File: config.mk
export PLATFORM = sky130hd
export DESIGN_NAME = win_kernel_sched_flat
export DESIGN_NICKNAME = d
export VERILOG_FILES = /design/src/rtl/win_kernel_sched_if.sv /design/src/rtl/win_kernel_sched.sv /design/src/flat_wrapper.sv
export SDC_FILE = /design/constraint.sdc
export NUM_CORES = 1
export LEC_CHECK = 0
export CAP_MARGIN = 20
export CORE_AREA = 4 4 217 219
export CTS_CLUSTER_DIAMETER = 200
export CTS_CLUSTER_SIZE = 10
export DETAILED_ROUTE_END_ITERATION = 10
export DIE_AREA = 0 0 221 223
export PLACE_DENSITY = 0.8
export SLEW_MARGIN = 20
export SYNTH_ARGS = -nofsm -noshare
export SYNTH_HDL_FRONTEND = slang
export SYNTH_SLANG_ARGS = --single-unit
File: constraint.sdc
create_clock -name clk -period 6.64 [get_ports clk]
set_input_delay 0.996 -clock clk [delete_from_list [all_inputs] [get_ports clk]]
set_output_delay 0.996 -clock clk [all_outputs]
set_load 0.03 [all_outputs]
File: src/rtl/win_kernel_sched_if.sv
// Kernel-memory, transform-engine and U-buffer bus of the
// Winograd kernel sequencer.
interface win_kernel_sched_if #(
  parameter int KADDR_W = 9,
  parameter int UADDR_W = 10
);
  logic               kmem_rd;
  logic [KADDR_W-1:0] kmem_addr;
  logic [47:0]        kmem_rdata;
  logic               xf_enable;
  logic [47:0]        xf_kernel1;
  logic [47:0]        xf_kernel2;
  logic [47:0]        xf_kernel3;
  logic               xf_end;
  logic [63:0]        xf_u1;
  logic [63:0]        xf_u2;
  logic [63:0]        xf_u3;
  logic [63:0]        xf_u4;
  logic               umem_we;
  logic [UADDR_W-1:0] umem_addr;
  logic [63:0]        umem_wdata;
  logic               umem_ready;

  modport master (
    output kmem_rd, kmem_addr,
    input  kmem_rdata,
    output xf_enable, xf_kernel1, xf_kernel2, xf_kernel3,
    input  xf_end, xf_u1, xf_u2, xf_u3, xf_u4,
    output umem_we, umem_addr, umem_wdata,
    input  umem_ready
  );

  modport slave (
    input  kmem_rd, kmem_addr,
    output kmem_rdata,
    input  xf_enable, xf_kernel1, xf_kernel2, xf_kernel3,
    output xf_end, xf_u1, xf_u2, xf_u3, xf_u4,
    input  umem_we, umem_addr, umem_wdata,
    output umem_ready
  );
endinterface

File: src/rtl/win_kernel_sched.sv
// Sequencer that walks 3x3 kernels through the Winograd F(2,3)
// kernel-transform engine and stores each 4x4 U tile as four rows.
module win_kernel_sched #(
  parameter int KADDR_W  = 9,
  parameter int UADDR_W  = 10,
  parameter int KCNT_W   = 8,
  parameter int WD_LIMIT = 8
) (
  input  logic               clk,
  input  logic               rst_n,
  input  logic               start,
  input  logic [KCNT_W-1:0]  cfg_count,
  input  logic [KADDR_W-1:0] cfg_kbase,
  input  logic [UADDR_W-1:0] cfg_ubase,
  output logic               busy,
  output logic               done,
  output logic               err,
  win_kernel_sched_if.master bus
);

  localparam logic [3:0] S_IDLE  = 4'd0;
  localparam logic [3:0] S_FETCH = 4'd1;
  localparam logic [3:0] S_LAST  = 4'd2;
  localparam logic [3:0] S_GO    = 4'd3;
  localparam logic [3:0] S_WAIT  = 4'd4;
  localparam logic [3:0] S_CAP   = 4'd5;
  localparam logic [3:0] S_WRITE = 4'd6;
  localparam logic [3:0] S_NEXT  = 4'd7;
  localparam logic [3:0] S_DONE  = 4'd8;

  localparam int WD_W = $clog2(WD_LIMIT + 1);

  logic [3:0]         state_q, state_d;
  logic [1:0]         sub_q, sub_d;
  logic [KCNT_W-1:0]  k_q, k_d;
  logic [KCNT_W-1:0]  cnt_q, cnt_d;
  logic [KADDR_W-1:0] kptr_q, kptr_d;
  logic [UADDR_W-1:0] uptr_q, uptr_d;
  logic [WD_W-1:0]    wd_q, wd_d;
  logic               err_q, err_d;
  logic [47:0]        kr1_q, kr1_d;
  logic [47:0]        kr2_q, kr2_d;
  logic [47:0]        kr3_q, kr3_d;
  logic [3:0][63:0]   u_q, u_d;

  // Address pointers advance per read / accepted write and wrap naturally.
  always_comb begin
    state_d = state_q;
    sub_d   = sub_q;
    k_d     = k_q;
    cnt_d   = cnt_q;
    kptr_d  = kptr_q;
    uptr_d  = uptr_q;
    wd_d    = wd_q;
    err_d   = err_q;
    kr1_d   = kr1_q;
    kr2_d   = kr2_q;
    kr3_d   = kr3_q;
    u_d     = u_q;
    unique case (state_q)
      S_IDLE: begin
        if (start) begin
          cnt_d   = cfg_count;
          kptr_d  = cfg_kbase;
          uptr_d  = cfg_ubase;
          err_d   = 1'b0;
          k_d     = '0;
          sub_d   = '0;
          state_d = (cfg_count == '0) ? S_DONE : S_FETCH;
        end
      end
      S_FETCH: begin
        kptr_d = kptr_q + 1'b1;
        sub_d  = sub_q + 1'b1;
        if (sub_q == 2'd1) kr3_d = bus.kmem_rdata;
        if (sub_q == 2'd2) begin
          kr2_d   = bus.kmem_rdata;
          sub_d   = '0;
          state_d = S_LAST;
        end
      end
      S_LAST: begin
        kr1_d   = bus.kmem_rdata;
        state_d = S_GO;
      end
      S_GO: begin
        wd_d    = '0;
        state_d = S_WAIT;
      end
      S_WAIT: begin
        wd_d = wd_q + 1'b1;
        if (bus.xf_end) begin
          state_d = S_CAP;
        end else if (wd_q + 1'b1 == WD_W'(WD_LIMIT)) begin
          err_d   = 1'b1;
          state_d = S_DONE;
        end
      end
      S_CAP: begin
        u_d     = {bus.xf_u4, bus.xf_u3, bus.xf_u2, bus.xf_u1};
        sub_d   = '0;
        state_d = S_WRITE;
      end
      S_WRITE: begin
        if (bus.umem_ready) begin
          uptr_d = uptr_q + 1'b1;
          sub_d  = sub_q + 1'b1;
          if (sub_q == 2'd3) state_d = S_NEXT;
        end
      end
      S_NEXT: begin
        k_d     = k_q + 1'b1;
        sub_d   = '0;
        state_d = (k_q + 1'b1 == cnt_q) ? S_DONE : S_FETCH;
      end
      S_DONE:  state_d = S_IDLE;
      default: state_d = S_IDLE;
    endcase
  end

  always_ff @(posedge clk or negedge rst_n) begin
    if (!rst_n) begin
      state_q <= S_IDLE;
      sub_q   <= '0;
      k_q     <= '0;
      cnt_q   <= '0;
      kptr_q  <= '0;
      uptr_q  <= '0;
      wd_q    <= '0;
      err_q   <= 1'b0;
      kr1_q   <= '0;
      kr2_q   <= '0;
      kr3_q   <= '0;
      u_q     <= '0;
    end else begin
      state_q <= state_d;
      sub_q   <= sub_d;
      k_q     <= k_d;
      cnt_q   <= cnt_d;
      kptr_q  <= kptr_d;
      uptr_q  <= uptr_d;
      wd_q    <= wd_d;
      err_q   <= err_d;
      kr1_q   <= kr1_d;
      kr2_q   <= kr2_d;
      kr3_q   <= kr3_d;
      u_q     <= u_d;
    end
  end

  assign busy = (state_q != S_IDLE) && (state_q != S_DONE);
  assign done = (state_q == S_DONE);
  assign err  = err_q;

  assign bus.kmem_rd    = (state_q == S_FETCH);
  assign bus.kmem_addr  = bus.kmem_rd ? kptr_q : '0;
  assign bus.xf_enable  = (state_q == S_GO);
  assign bus.xf_kernel1 = kr1_q;
  assign bus.xf_kernel2 = kr2_q;
  assign bus.xf_kernel3 = kr3_q;
  assign bus.umem_we    = (state_q == S_WRITE);
  assign bus.umem_addr  = bus.umem_we ? uptr_q : '0;
  assign bus.umem_wdata = bus.umem_we ? u_q[sub_q] : '0;

endmodule

File: src/flat_wrapper.sv
// flat-port wrapper written by rule: the top's interface ports become plain ports
module win_kernel_sched_flat 
#(
  parameter int KADDR_W  = 9,
  parameter int UADDR_W  = 10,
  parameter int KCNT_W   = 8,
  parameter int WD_LIMIT = 8
)
  (clk, rst_n, start, cfg_count, cfg_kbase, cfg_ubase, busy, done, err, bus_kmem_rd, bus_kmem_addr, bus_kmem_rdata, bus_xf_enable, bus_xf_kernel1, bus_xf_kernel2, bus_xf_kernel3, bus_xf_end, bus_xf_u1, bus_xf_u2, bus_xf_u3, bus_xf_u4, bus_umem_we, bus_umem_addr, bus_umem_wdata, bus_umem_ready);
  win_kernel_sched_if #(.KADDR_W(KADDR_W), .UADDR_W(UADDR_W)) bus_i ();
  input  logic clk;
  input  logic rst_n;
  input  logic start;
  input  logic [KCNT_W-1:0] cfg_count;
  input  logic [KADDR_W-1:0] cfg_kbase;
  input  logic [UADDR_W-1:0] cfg_ubase;
  output logic busy;
  output logic done;
  output logic err;
  output wire logic [$bits(bus_i.kmem_rd)-1:0] bus_kmem_rd;
  output wire logic [$bits(bus_i.kmem_addr)-1:0] bus_kmem_addr;
  input wire logic [$bits(bus_i.kmem_rdata)-1:0] bus_kmem_rdata;
  output wire logic [$bits(bus_i.xf_enable)-1:0] bus_xf_enable;
  output wire logic [$bits(bus_i.xf_kernel1)-1:0] bus_xf_kernel1;
  output wire logic [$bits(bus_i.xf_kernel2)-1:0] bus_xf_kernel2;
  output wire logic [$bits(bus_i.xf_kernel3)-1:0] bus_xf_kernel3;
  input wire logic [$bits(bus_i.xf_end)-1:0] bus_xf_end;
  input wire logic [$bits(bus_i.xf_u1)-1:0] bus_xf_u1;
  input wire logic [$bits(bus_i.xf_u2)-1:0] bus_xf_u2;
  input wire logic [$bits(bus_i.xf_u3)-1:0] bus_xf_u3;
  input wire logic [$bits(bus_i.xf_u4)-1:0] bus_xf_u4;
  output wire logic [$bits(bus_i.umem_we)-1:0] bus_umem_we;
  output wire logic [$bits(bus_i.umem_addr)-1:0] bus_umem_addr;
  output wire logic [$bits(bus_i.umem_wdata)-1:0] bus_umem_wdata;
  input wire logic [$bits(bus_i.umem_ready)-1:0] bus_umem_ready;
  assign bus_kmem_rd = bus_i.kmem_rd;
  assign bus_kmem_addr = bus_i.kmem_addr;
  assign bus_i.kmem_rdata = bus_kmem_rdata;
  assign bus_xf_enable = bus_i.xf_enable;
  assign bus_xf_kernel1 = bus_i.xf_kernel1;
  assign bus_xf_kernel2 = bus_i.xf_kernel2;
  assign bus_xf_kernel3 = bus_i.xf_kernel3;
  assign bus_i.xf_end = bus_xf_end;
  assign bus_i.xf_u1 = bus_xf_u1;
  assign bus_i.xf_u2 = bus_xf_u2;
  assign bus_i.xf_u3 = bus_xf_u3;
  assign bus_i.xf_u4 = bus_xf_u4;
  assign bus_umem_we = bus_i.umem_we;
  assign bus_umem_addr = bus_i.umem_addr;
  assign bus_umem_wdata = bus_i.umem_wdata;
  assign bus_i.umem_ready = bus_umem_ready;
  win_kernel_sched #(.KADDR_W(KADDR_W), .UADDR_W(UADDR_W), .KCNT_W(KCNT_W), .WD_LIMIT(WD_LIMIT)) u_core (.clk(clk), .rst_n(rst_n), .start(start), .cfg_count(cfg_count), .cfg_kbase(cfg_kbase), .cfg_ubase(cfg_ubase), .busy(busy), .done(done), .err(err), .bus(bus_i));
endmodule
After elaboration in Yosys (flattened, before gate mapping)
Index checks and enable logic that the tools add are counted.
- add/subtract/negate cells: 5
- reductions and logical operators: 20
- mux-type cells: 30
- eq/ne operators: 21
- order comparisons: 1
- operators by type and width (cell ; number):
    64-bit binary-select mux with 2-bit select ; 1
    64-bit two-way mux ; 2
    4-bit two-way mux ; 8
    4-bit one-hot mux with 8 select lines ; 1
    10-bit two-way mux ; 3
    10-bit one-hot mux with 2 select lines ; 1
    9-bit two-way mux ; 2
    9-bit one-hot mux with 2 select lines ; 1
    4-bit by 3-bit equality test with 1-bit output, second input constant ; 4
    8-bit one-hot mux with 2 select lines ; 1
    10-bit by 1-bit adder with 10-bit output, second input constant ; 1
    2-bit != test, second input constant ; 5
    2-bit AND reduction ; 5
    2-bit nonzero test ; 5
    9-bit by 1-bit adder with 9-bit output, second input constant ; 1
    8-bit by 1-bit adder with 8-bit output, second input constant ; 1
    4-bit by 2-bit equality test with 1-bit output, second input constant ; 2
    4-bit equality test, second input constant ; 2
    8-bit equality test ; 1
    8-bit logical NOT ; 1
    8-bit two-way mux ; 1
    2-bit one-hot mux with 4 select lines ; 1
    4-bit one-hot mux with 2 select lines ; 1
    4-bit nonzero test ; 2
    other kinds (18) ; 24
- output and inout port bits: 233
- logic and storage cells: 92
- input bits: 336
- bits in registers: 446

Depth between registers and ports, before layout
Gate-level depths: netlist of run 1.
- depth after elaboration: 5
- mapped depth: 9
- mapped depth without buffers: 7

Worst setup path after synthesis of run 1
Ideal clock, no wire load.
- path type: register -> output
- from: register u_core.state_q[0]
- to: output port bus_umem_wdata[54]
- data required time: 5644 ps
- arrival time: 1799 ps
- setup slack: 3845 ps
- cell stages (with the launch flop): 7
- path buffers: 2
- cell sequence: dfrtp_1 -> nand2b_1 -> or2_1 -> buf_2 -> inv_4 -> clkbuf_1 -> and2_1
- cells in the longest elaborated chain, start to end: 2
- RTL lines (what ; RTL line ; RTL):
    start, declared ; win_kernel_sched.sv:33 ; logic [3:0] state_q, state_d;
    start signal, assigned ; win_kernel_sched.sv:136 ; state_q <= state_d;
    4-bit by 3-bit equality test with 1-bit output ; win_kernel_sched.sv:161 ; assign bus.umem_we = (state_q == S_WRITE);
    named net bus_umem_we ; flat_wrapper.sv:32 ; output wire logic [$bits(bus_i.umem_we)-1:0] bus_umem_we;
    64-bit two-way mux ; win_kernel_sched.sv:163 ; assign bus.umem_wdata = bus.umem_we ? u_q[sub_q] : '0;
    end, declared ; flat_wrapper.sv:34 ; output wire logic [$bits(bus_i.umem_wdata)-1:0] bus_umem_wdata;
The timed path passes the listed nets, and every way through them passes these cells.

Worst setup path after layout of run 1
- from: register u_core.state_q[2]
- to: output port bus_umem_wdata[36]
- cells in the longest elaborated chain, start to end: 2
- RTL lines (what ; RTL line):
    4-bit by 3-bit equality test with 1-bit output ; win_kernel_sched.sv:161
    64-bit two-way mux ; win_kernel_sched.sv:163
Every way passes these cells.

==> results.tsv, run 1 <==
metric	value	unit
status	finished clean	
cts_buffer_depth	3	
drtIter0Drc	774	
yosysUniqueCellTypes	59	
num_io_pins	569	
dpl.hpwl	41.6	mm
cp_cell_sequence	nand2b_1 > or2_1 > inv_4 > and2_1 > clkdlybuf4s50_1	
path_buf_inv	2	
r2r_start	u_core.state_q[3]$_DFFE_PN0P_	
cp_slowest_stage_delay	720	ps
crit_end	bus_umem_wdata[36]	
die_x	221	um
worst_slew_pin_slew	938	ps
hold_viol_final	0	
synth_edf_count	0	
grt_pass1_wl	88.6	mm
overflow	0	
crit_type	flip-flop to output port	
avgSynthCellArea	14.6	um^2
swShare	0.367	
vias	13300	
arrival	3690	ps
netlist_area	0.0196	mm^2
p_total	13.5	mW
first_global_vias	14700	
die_h	223	um
ys_seq_area_frac	0.571	
cts.sinks	446	
ctsRootBufferMaster	clkbuf_16	
slowest_stage	inv_4	
grt_use_total	0.229	
syn_nets	1681	
reg2reg_to	u_core.uptr_q[9]$_DFFE_PN0P_	
clk_pin_slew	60	ps
die_area	0.0493	mm^2
start_util	0.434	
setup_tns	0	ps
crit_start	u_core.state_q[2]$_DFFE_PN0P_	
critPathLaunchType	flip-flop	
hold_slack	353	ps
p_leak	11.1	nW
portBuffers	568	
power_frac_clock	0.181	
hold_path.class	primary input to async pin	
p_sw	4.94	mW
design_area	0.0271	mm^2
drc	0	
required	5640	ps
period_minus_slack	4690	ps
antenna_found_initial	17	
cts_resized	0	
wl_per_cell	22.9	um
insertion_delay	590	ps
reg2reg_slack	3550	ps
setup_viol	0	
synth_async_sr_flop_share	1.00	
final_common_cell	clkdlybuf4s50_1	
routabilityCongestion	0.847	
viasPerCell	5.30	
cts_max_level	2	
cts_tree	done	
combPwrFrac	0.445	
antenna_left	0	
post-cts-setup-buffer-count	0	
synthCells	1337	
wirelength	57.6	mm
placed_area	0.0257	mm^2
ir_drop	375	uV
row_count	78	
critical_path.max_fanout	90	
reg2reg_depth	6	
maxClockFrequency	213	MHz
slew_headroom	0.375	
drive_above_1_share	0.147	
finalNetCount	2235	
synth-seq-cells	446	
final_cell_mix	clkdlybuf4s50_1 (567), dfrtp_1 (444), mux2_1 (269)	
cts_buffers	50	
powerDensity	496	mW/mm^2
yosysWarnings	0	
fin_worst_skew	17.6	ps
endpoint_kind	output port	
period_share	0.706	
maxSlewViolCount	0	
p_int	8.51	mW
synth_top_flop_cell	dfrtp_1	
cap_violations	0	
cts_hold_buffers	0	
cp_top_family	buffers and inverters	
rsz0062_at_grt	false	
grt_max_degree	146	
crit_cells	5	
syn2layout_area_growth	38.7	%
core	0.0451	mm^2
seq_power_share	0.374	
drtPass1Iterations	5	
-- cells by family (layout without fill, tap and decap cells) --
group           after synthesis  after routing  synth area share
other cells                   0             14                 0
buf+inv                      90            648            0.0242
xor+xnor                     15             15           0.00742
mux                         465            465             0.305
compound gates               82             82            0.0273
flops                       446            446             0.571
simple gates                231            231            0.0608
fa+ha+maj                     8              8           0.00512
-- flip-flops by register name, indices dropped and copies added, names as in the netlist --
name,count
u_core.u_q,256
u_core.bus.xf_kernel1,48
u_core.bus.xf_kernel2,48
u_core.bus.xf_kernel3,48
u_core.uptr_q,10
u_core.kptr_q,9
u_core.cnt_q,8
u_core.k_q,8
u_core.state_q,4
u_core.wd_q,4
u_core.sub_q,2
u_core.err,1
-- power groups by stage --
stage | sequential (mW) | clock, mW | combinational [mW]
2_1_floorplan | 5.55 | 0 | 3.14
3_3_place_gp | 4.97 | 0 | 5.88
3_5_place_dp | 5.06 | 0 | 6.01
4_1_cts | 5.03 | 2.50 | 6.05
5_1_grt | 5.20 | 2.62 | 6.39
6_report | 5.03 | 2.44 | 5.99
-- cell type report --
class	count	area, um^2
well taps	600	751
multi-input cells	801	7940
repair buffers	581	5850
clock buffers	53	1280
inverters	11	43.8
fillers	3511	18000
flip-flops and latches	446	11200
diodes	14	35.0
clock inverters	3	58.8
-- how the worst min path moves through the flow --
stage | slack, ps | to | startpoint
global route | 370 | u_core.u_q[73]$_DFFE_PN0P_ | rst_n
CTS | 480 | u_core.u_q[156]$_DFFE_PN0P_ | u_core.u_q[156]$_DFFE_PN0P_
global placement | 460 | u_core.u_q[251]$_DFFE_PN0P_ | u_core.u_q[251]$_DFFE_PN0P_
floorplan | 450 | u_core.u_q[128]$_DFFE_PN0P_ | u_core.u_q[128]$_DFFE_PN0P_
detailed placement | 470 | u_core.u_q[156]$_DFFE_PN0P_ | u_core.u_q[156]$_DFFE_PN0P_
finish | 350 | u_core.u_q[166]$_DFFE_PN0P_ | rst_n
-- synthesized netlist by cell type (9+ instances only) --
| cell | instances | area share |
|---|---|---|
| and2_1 | 81 | 0.026 |
| buf_4 | 16 | 0.0061 |
| dfrtp_1 | 446 | 0.57 |
| mux2_2 | 131 | 0.075 |
| clkbuf_1 | 14 | 0.0027 |
| a21oi_1 | 19 | 0.0049 |
| nand2_1 | 58 | 0.011 |
| o21ai_0 | 15 | 0.0038 |
| mux2_1 | 269 | 0.15 |
| mux4_2 | 64 | 0.074 |
| nor2_1 | 40 | 0.0077 |
| inv_1 | 9 | 0.0017 |
| buf_2 | 47 | 0.012 |
| nand3_1 | 13 | 0.0033 |
-- through the flow --
stage          utilization  worst slack [ps]  std cells
2_1_floorplan            -              3840       1337
3_3_place_gp         0.570              2710       2438
3_5_place_dp         0.570              2550       2438
4_1_cts              0.600              1920       2494
5_1_grt              0.602              1650       2507
6_report             0.602              1950       2509
-- routing by layer --
metal / track usage / wire length (um) / up-vias
met1: 0.273 / 22000 / 6772
met2: 0.377 / 28500 / 502
met3: 0.0804 / 4690 / 136
li1: - / - / 5883
met4: 0.104 / 2330 / 4
met5: 0 / 27 / -
(Power assumes the default switching activity.)
==> run 2: changes to the inputs <==
CORE_AREA = 4 4 220 222   (was 4 4 217 219)
DIE_AREA = 0 0 224 226   (was 0 0 221 223)
PLACE_DENSITY = 0.78   (was 0.8)
clock period = 4.4 ns   (was 6.64 ns; I/O delays follow)
==> results.tsv, run 2 (synthesis gave the netlist of run 1 again) <==
metric	value	unit	change
maxClockFrequency	248	MHz	
hold_viol_final	0		unchanged
p_leak	11.2	nW	was 11.1 nW
crit_type	flip-flop to output port		unchanged
cts_buffer_depth	3		unchanged
drtPass1Iterations	5		unchanged
seq_power_share	0.371		was 0.374
die_h	226	um	was 223 um
grt_pass1_wl	87.8	mm	was 88.6 mm
drc	0		unchanged
final_common_cell	clkdlybuf4s50_1		unchanged
first_global_vias	14600		was 14.7k
critical_path.max_fanout	83		was 90
cts_buffers	50		unchanged
grt_use_total	0.225		was 0.229
highest_layer	met5		unchanged
period_share	0.917		
cap_violations	0		unchanged
placed_area	0.0259	mm^2	was 0.0257 mm^2
drive_above_1_share	0.154		was 0.147
clk_pin_slew	60	ps	about the same
wl_met3	4.92	mm	was 4.69 mm
hold_path.class	primary input to async pin		unchanged
ir_drop	622	uV	was 375 uV
dpl.hpwl	43.1	mm	was 41.6 mm
viasPerCell	5.30		about the same
syn2layout_area_growth	39.4	%	was 38.7%
ctsRootBufferMaster	clkbuf_16		unchanged
cts.sinks	446		unchanged
swShare	0.365		was 0.367
vias	13400		was 13.3k
powerDensity	746	mW/mm^2	was 496 mW/mm^2
required	3740	ps	was 5640 ps
critPathLaunchType	flip-flop		unchanged
cts_max_level	2		unchanged
insertion_delay	570	ps	was 590 ps
fin_cells	2524		was 2509
wl_met1	22.0	mm	about the same
status	finished clean		unchanged
fin_worst_skew	14.5	ps	was 17.6 ps
maxSlewViolCount	0		unchanged
num_io_pins	569		unchanged
setup_tns	0	ps	unchanged
overflow	0		unchanged
placed_cells	2461		was 2438
setup_ws	365	ps	was 1950 ps
p_int	12.9	mW	was 8.51 mW
pre_cts_slack	799	ps	was 2550 ps
combPwrFrac	0.451		was 0.445
grt_max_degree	100		was 146
finalNetCount	2250		was 2235
antenna_left	0		unchanged
endpoint_kind	output port		unchanged
period_minus_slack	4030	ps	
wl_per_cell	23.0	um	was 22.9 um
top_register	u_core.u_q		unchanged
dr_wl_met2	28.7	mm	was 28.5 mm
die_x	224	um	was 221 um
post-cts-setup-buffer-count	0		unchanged
setup_viol	0		unchanged
final_cell_mix	clkdlybuf4s50_1 (567), dfrtp_1 (444), mux2_1 (269)		unchanged
cts_tree	done		unchanged
largest_reg_flops	256		unchanged
drtIter0Drc	712		was 774
wirelength	58.0	mm	was 57.6 mm
p_sw	7.42	mW	was 4.94 mW
design_area	0.0273	mm^2	was 0.0271 mm^2
row_count	79		was 78
start_util	0.422		was 0.434
power_frac_clock	0.178		was 0.181
die_area	0.0506	mm^2	was 0.0493 mm^2
slew_headroom	0.377		was 0.375
routabilityCongestion	0.904		was 0.847
rsz0062_at_grt	false		unchanged
arrival	3370	ps	was 3690 ps
portBuffers	568		unchanged
core	0.0464	mm^2	was 0.0451 mm^2
antenna_found_initial	15		was 17
worst_slew_pin_slew	932	ps	was 938 ps
[run 2: area by class of cell]
type | instances | area (um^2)
repair buffers | 596 | 6000
well taps | 607 | 759
fillers | 3628 | 19100
clock buffers | 52 | 1280
flip-flops and latches | 446 | 11200
inverters | 11 | 46.3
diodes | 9 | 22.5
clock inverters | 2 | 38.8
multi-input cells | 801 | 7940
[run 2: metrics by stage]
stage,hold slack (ps),power [mW],util
floorplan,364,13.1,-
global placement,461,16.5,0.559
detailed placement,469,16.8,0.559
CTS,105,20.6,0.587
global route,114,21.5,0.588
finish,87.5,20.3,0.588
[run 2: final timing paths]
| path | start | cells past startpoint | end | slack, ps |
|---|---|---|---|---|
| setup / recovery | u_core.state_q[2]$_DFFE_PN0P_ | 6 | bus_umem_addr[2] | 370 |
| hold / removal | rst_n | 1 | u_core.u_q[9]$_DFFE_PN0P_ | 90 |
| setup reg to reg | u_core.state_q[2]$_DFFE_PN0P_ | 8 | u_core.uptr_q[9]$_DFFE_PN0P_ | 1620 |
| hold reg to reg | u_core.u_q[241]$_DFFE_PN0P_ | 1 | u_core.u_q[241]$_DFFE_PN0P_ | 480 |
| max in group asynchronous | rst_n | 2 | u_core.bus.xf_kernel1[13]$_DFFE_PN0P_ | 3240 |
| min in group clk | u_core.u_q[241]$_DFFE_PN0P_ | 1 | u_core.u_q[241]$_DFFE_PN0P_ | 480 |
[run 2: what timing repair did]
| action | CTS | global route |
|---|---|---|
| endpoints found under the setup margin | 0 | 65 |
| hold buffers | 0 | 0 |
| gates resized for setup | 0 | 1 |
[run 2: critical path, cell delays in order, from the launching register on]
cell             delay, ps
dfrtp_1                660
nand2b_1               250
or2_1                  280
buf_4                  200
inv_6                  440
and2_1                 240
clkdlybuf4s50_1        680
[run 2: metal layers]
metal | up-vias | track usage
met4 | 10 | 0.0913
met3 | 137 | 0.0772
met2 | 509 | 0.374
li1 | 5919 | -
met5 | - | 0
met1 | 6799 | 0.269
[run 2: power groups by stage]
stage,logic (mW),clock network (mW),registers (mW)
global placement,9.04,0,7.45
CTS,9.29,3.74,7.54
detailed placement,9.23,0,7.58
finish,9.17,3.62,7.54
floorplan,4.74,0,8.38
global route,9.76,3.90,7.80
==> run 3: changes to the inputs <==
==> constraint.sdc (replaced) <==
create_clock -name clk -period 4.4 [get_ports clk]
set_input_delay 0.88 -clock clk [delete_from_list [all_inputs] [get_ports clk]]
set_output_delay 0.88 -clock clk [all_outputs]
set_load 0.03 [all_outputs]
==> results.tsv, run 3 (synthesis gave the netlist of run 1 again) <==
metric	value	unit	change
status	finished clean		unchanged
cts.sinks	446		unchanged
required	3520	ps	was 3740 ps
row_count	79		unchanged
wl_per_cell	23.1	um	was 23.0 um
portBuffers	568		unchanged
period_minus_slack	4100	ps	was 4030 ps
endpoint_kind	output port		unchanged
cts_resized	0		unchanged
setup_viol	0		unchanged
arrival	3220	ps	was 3370 ps
maxClockFrequency	244	MHz	was 248 MHz
drc	0		unchanged
viasPerCell	5.26		was 5.30
cts_buffers	50		unchanged
syn2layout_area_growth	39.2	%	was 39.4%
ir_drop	663	uV	was 622 uV
die_area	0.0506	mm^2	unchanged
clk_pin_slew	60	ps	about the same
num_io_pins	569		unchanged
powerDensity	745	mW/mm^2	was 746 mW/mm^2
slew_headroom	0.350		was 0.377
reg2reg_to	u_core.uptr_q[2]$_DFFE_PN0P_		was u_core.uptr_q[9]$_DFFE_PN0P_
crit_end	bus_umem_addr[2]		unchanged
vias	13300		was 13.4k
reg2reg_depth	7		was 8
dpl.hpwl	42.4	mm	was 43.1 mm
start_util	0.422		unchanged
fin_worst_skew	18.1	ps	was 14.5 ps
wirelength	58.2	mm	was 58.0 mm
final_cell_mix	clkdlybuf4s50_1 (567), dfrtp_1 (444), mux2_1 (269)		unchanged
worst_slew_pin_slew	976	ps	was 932 ps
insertion_delay	590	ps	was 570 ps
antenna_left	0		unchanged
r2r_start	u_core.state_q[3]$_DFFE_PN0P_		was u_core.state_q[2]$_DFFE_PN0P_
grt_pass1_wl	87.9	mm	was 87.8 mm
period_share	0.931		was 0.917
final_common_cell	clkdlybuf4s50_1		unchanged
cts_buffer_depth	3		unchanged
reg2reg_slack	1830	ps	was 1620 ps
largest_reg_flops	256		unchanged
top_register	u_core.u_q		unchanged
drive_above_1_share	0.152		was 0.154
setup_tns	0	ps	unchanged
first_global_vias	14700		was 14.6k
routabilityCongestion	0.887		was 0.904
die_h	226	um	unchanged
rsz0062_at_grt	false		unchanged
overflow	0		unchanged
drtIter0Drc	938		was 712
cts_max_level	2		unchanged
die_x	224	um	unchanged
crit_start	u_core.state_q[3]$_DFFE_PN0P_		was u_core.state_q[2]$_DFFE_PN0P_
post-cts-setup-buffer-count	0		unchanged
drtPass1Iterations	7		was 5
cts_tree	done		unchanged
grt_use_total	0.225		about the same
cap_violations	0		unchanged
antenna_found_initial	16		was 15
hold_viol_final	0		unchanged
maxSlewViolCount	0		unchanged
finalNetCount	2247		was 2250
core	0.0464	mm^2	unchanged
p_total	20.3	mW	about the same
critPathLaunchType	flip-flop		unchanged
ctsRootBufferMaster	clkbuf_16		unchanged
critical_path.max_fanout	36		was 83
crit_type	flip-flop to output port		unchanged
p_leak	11.2	nW	about the same
grt_max_degree	157		was 100
hold_path.class	primary input to async pin		unchanged
cts_hold_buffers	0		unchanged
==> run 3: changes by cell type in the layout (fill, tap and decap cells not counted), sizes merged <==
cell / change
buf: -3
clkbuf: -1
clkinv: +1
diode: -1
==> run 3: worst min path at each step <==
stage	startpoint	endpoint	slack (ps)
floorplan	u_core.u_q[128]$_DFFE_PN0P_	u_core.u_q[128]$_DFFE_PN0P_	450
global placement	u_core.u_q[199]$_DFFE_PN0P_	u_core.u_q[199]$_DFFE_PN0P_	460
detailed placement	u_core.u_q[123]$_DFFE_PN0P_	u_core.u_q[123]$_DFFE_PN0P_	470
CTS	rst_n	u_core.u_q[201]$_DFFE_PN0P_	430
global route	rst_n	u_core.u_q[201]$_DFFE_PN0P_	430
finish	rst_n	u_core.u_q[201]$_DFFE_PN0P_	380
==> run 3: final cells by class <==
type                    instances  area [um^2]
clock buffers                  51         1250
inverters                      11         43.8
repair buffers                593         5980
clock inverters                 3         66.3
diodes                          8         20.0
multi-input cells             801         7940
well taps                     607          759
fillers                      3650        19100
flip-flops and latches        446        11200
==> run 3: through the flow <==
| step | instance area [um^2] | setup WS [ps] | util | hold WS, ps | cells |
|---|---|---|---|---|---|
| final | 27200 | 303 | 0.587 | 378 | 2520 |
| after global routing | 27200 | 139 | 0.587 | 431 | 2520 |
| after CTS | 27200 | 254 | 0.587 | 430 | 2512 |
| after detailed placement | 25900 | 891 | 0.559 | 470 | 2458 |
| after global placement | 25900 | 935 | 0.559 | 461 | 2458 |
| after floorplan | 19600 | 1720 | - | 452 | 1337 |
==> run 3: critical path: stages (launching register included) <==
cell,delay (ps)
dfrtp_1,520
nand2b_1,300
or2_1,320
inv_4,330
buf_4,300
and2_1,180
clkdlybuf4s50_1,680
==> run 3: power breakdown <==
| group | total (mW) | switching, mW | leakage [nW] | internal (mW) |
|---|---|---|---|---|
| Combinational | 9.14 | 4.53 | 5.25 | 4.60 |
| Sequential | 7.50 | 1.30 | 5.29 | 6.20 |
| Clock | 3.65 | 1.58 | 0.648 | 2.06 |
==> run 3: layer usage <==
| layer | up-vias | GRT usage | part of all wire |
|---|---|---|---|
| met4 | 12 | 0.0831 | 0.033 |
| li1 | 5910 | - | - |
| met5 | - | 0 | 0.0012 |
| met1 | 6765 | 0.267 | 0.38 |
| met3 | 112 | 0.0753 | 0.077 |
| met2 | 464 | 0.382 | 0.50 |
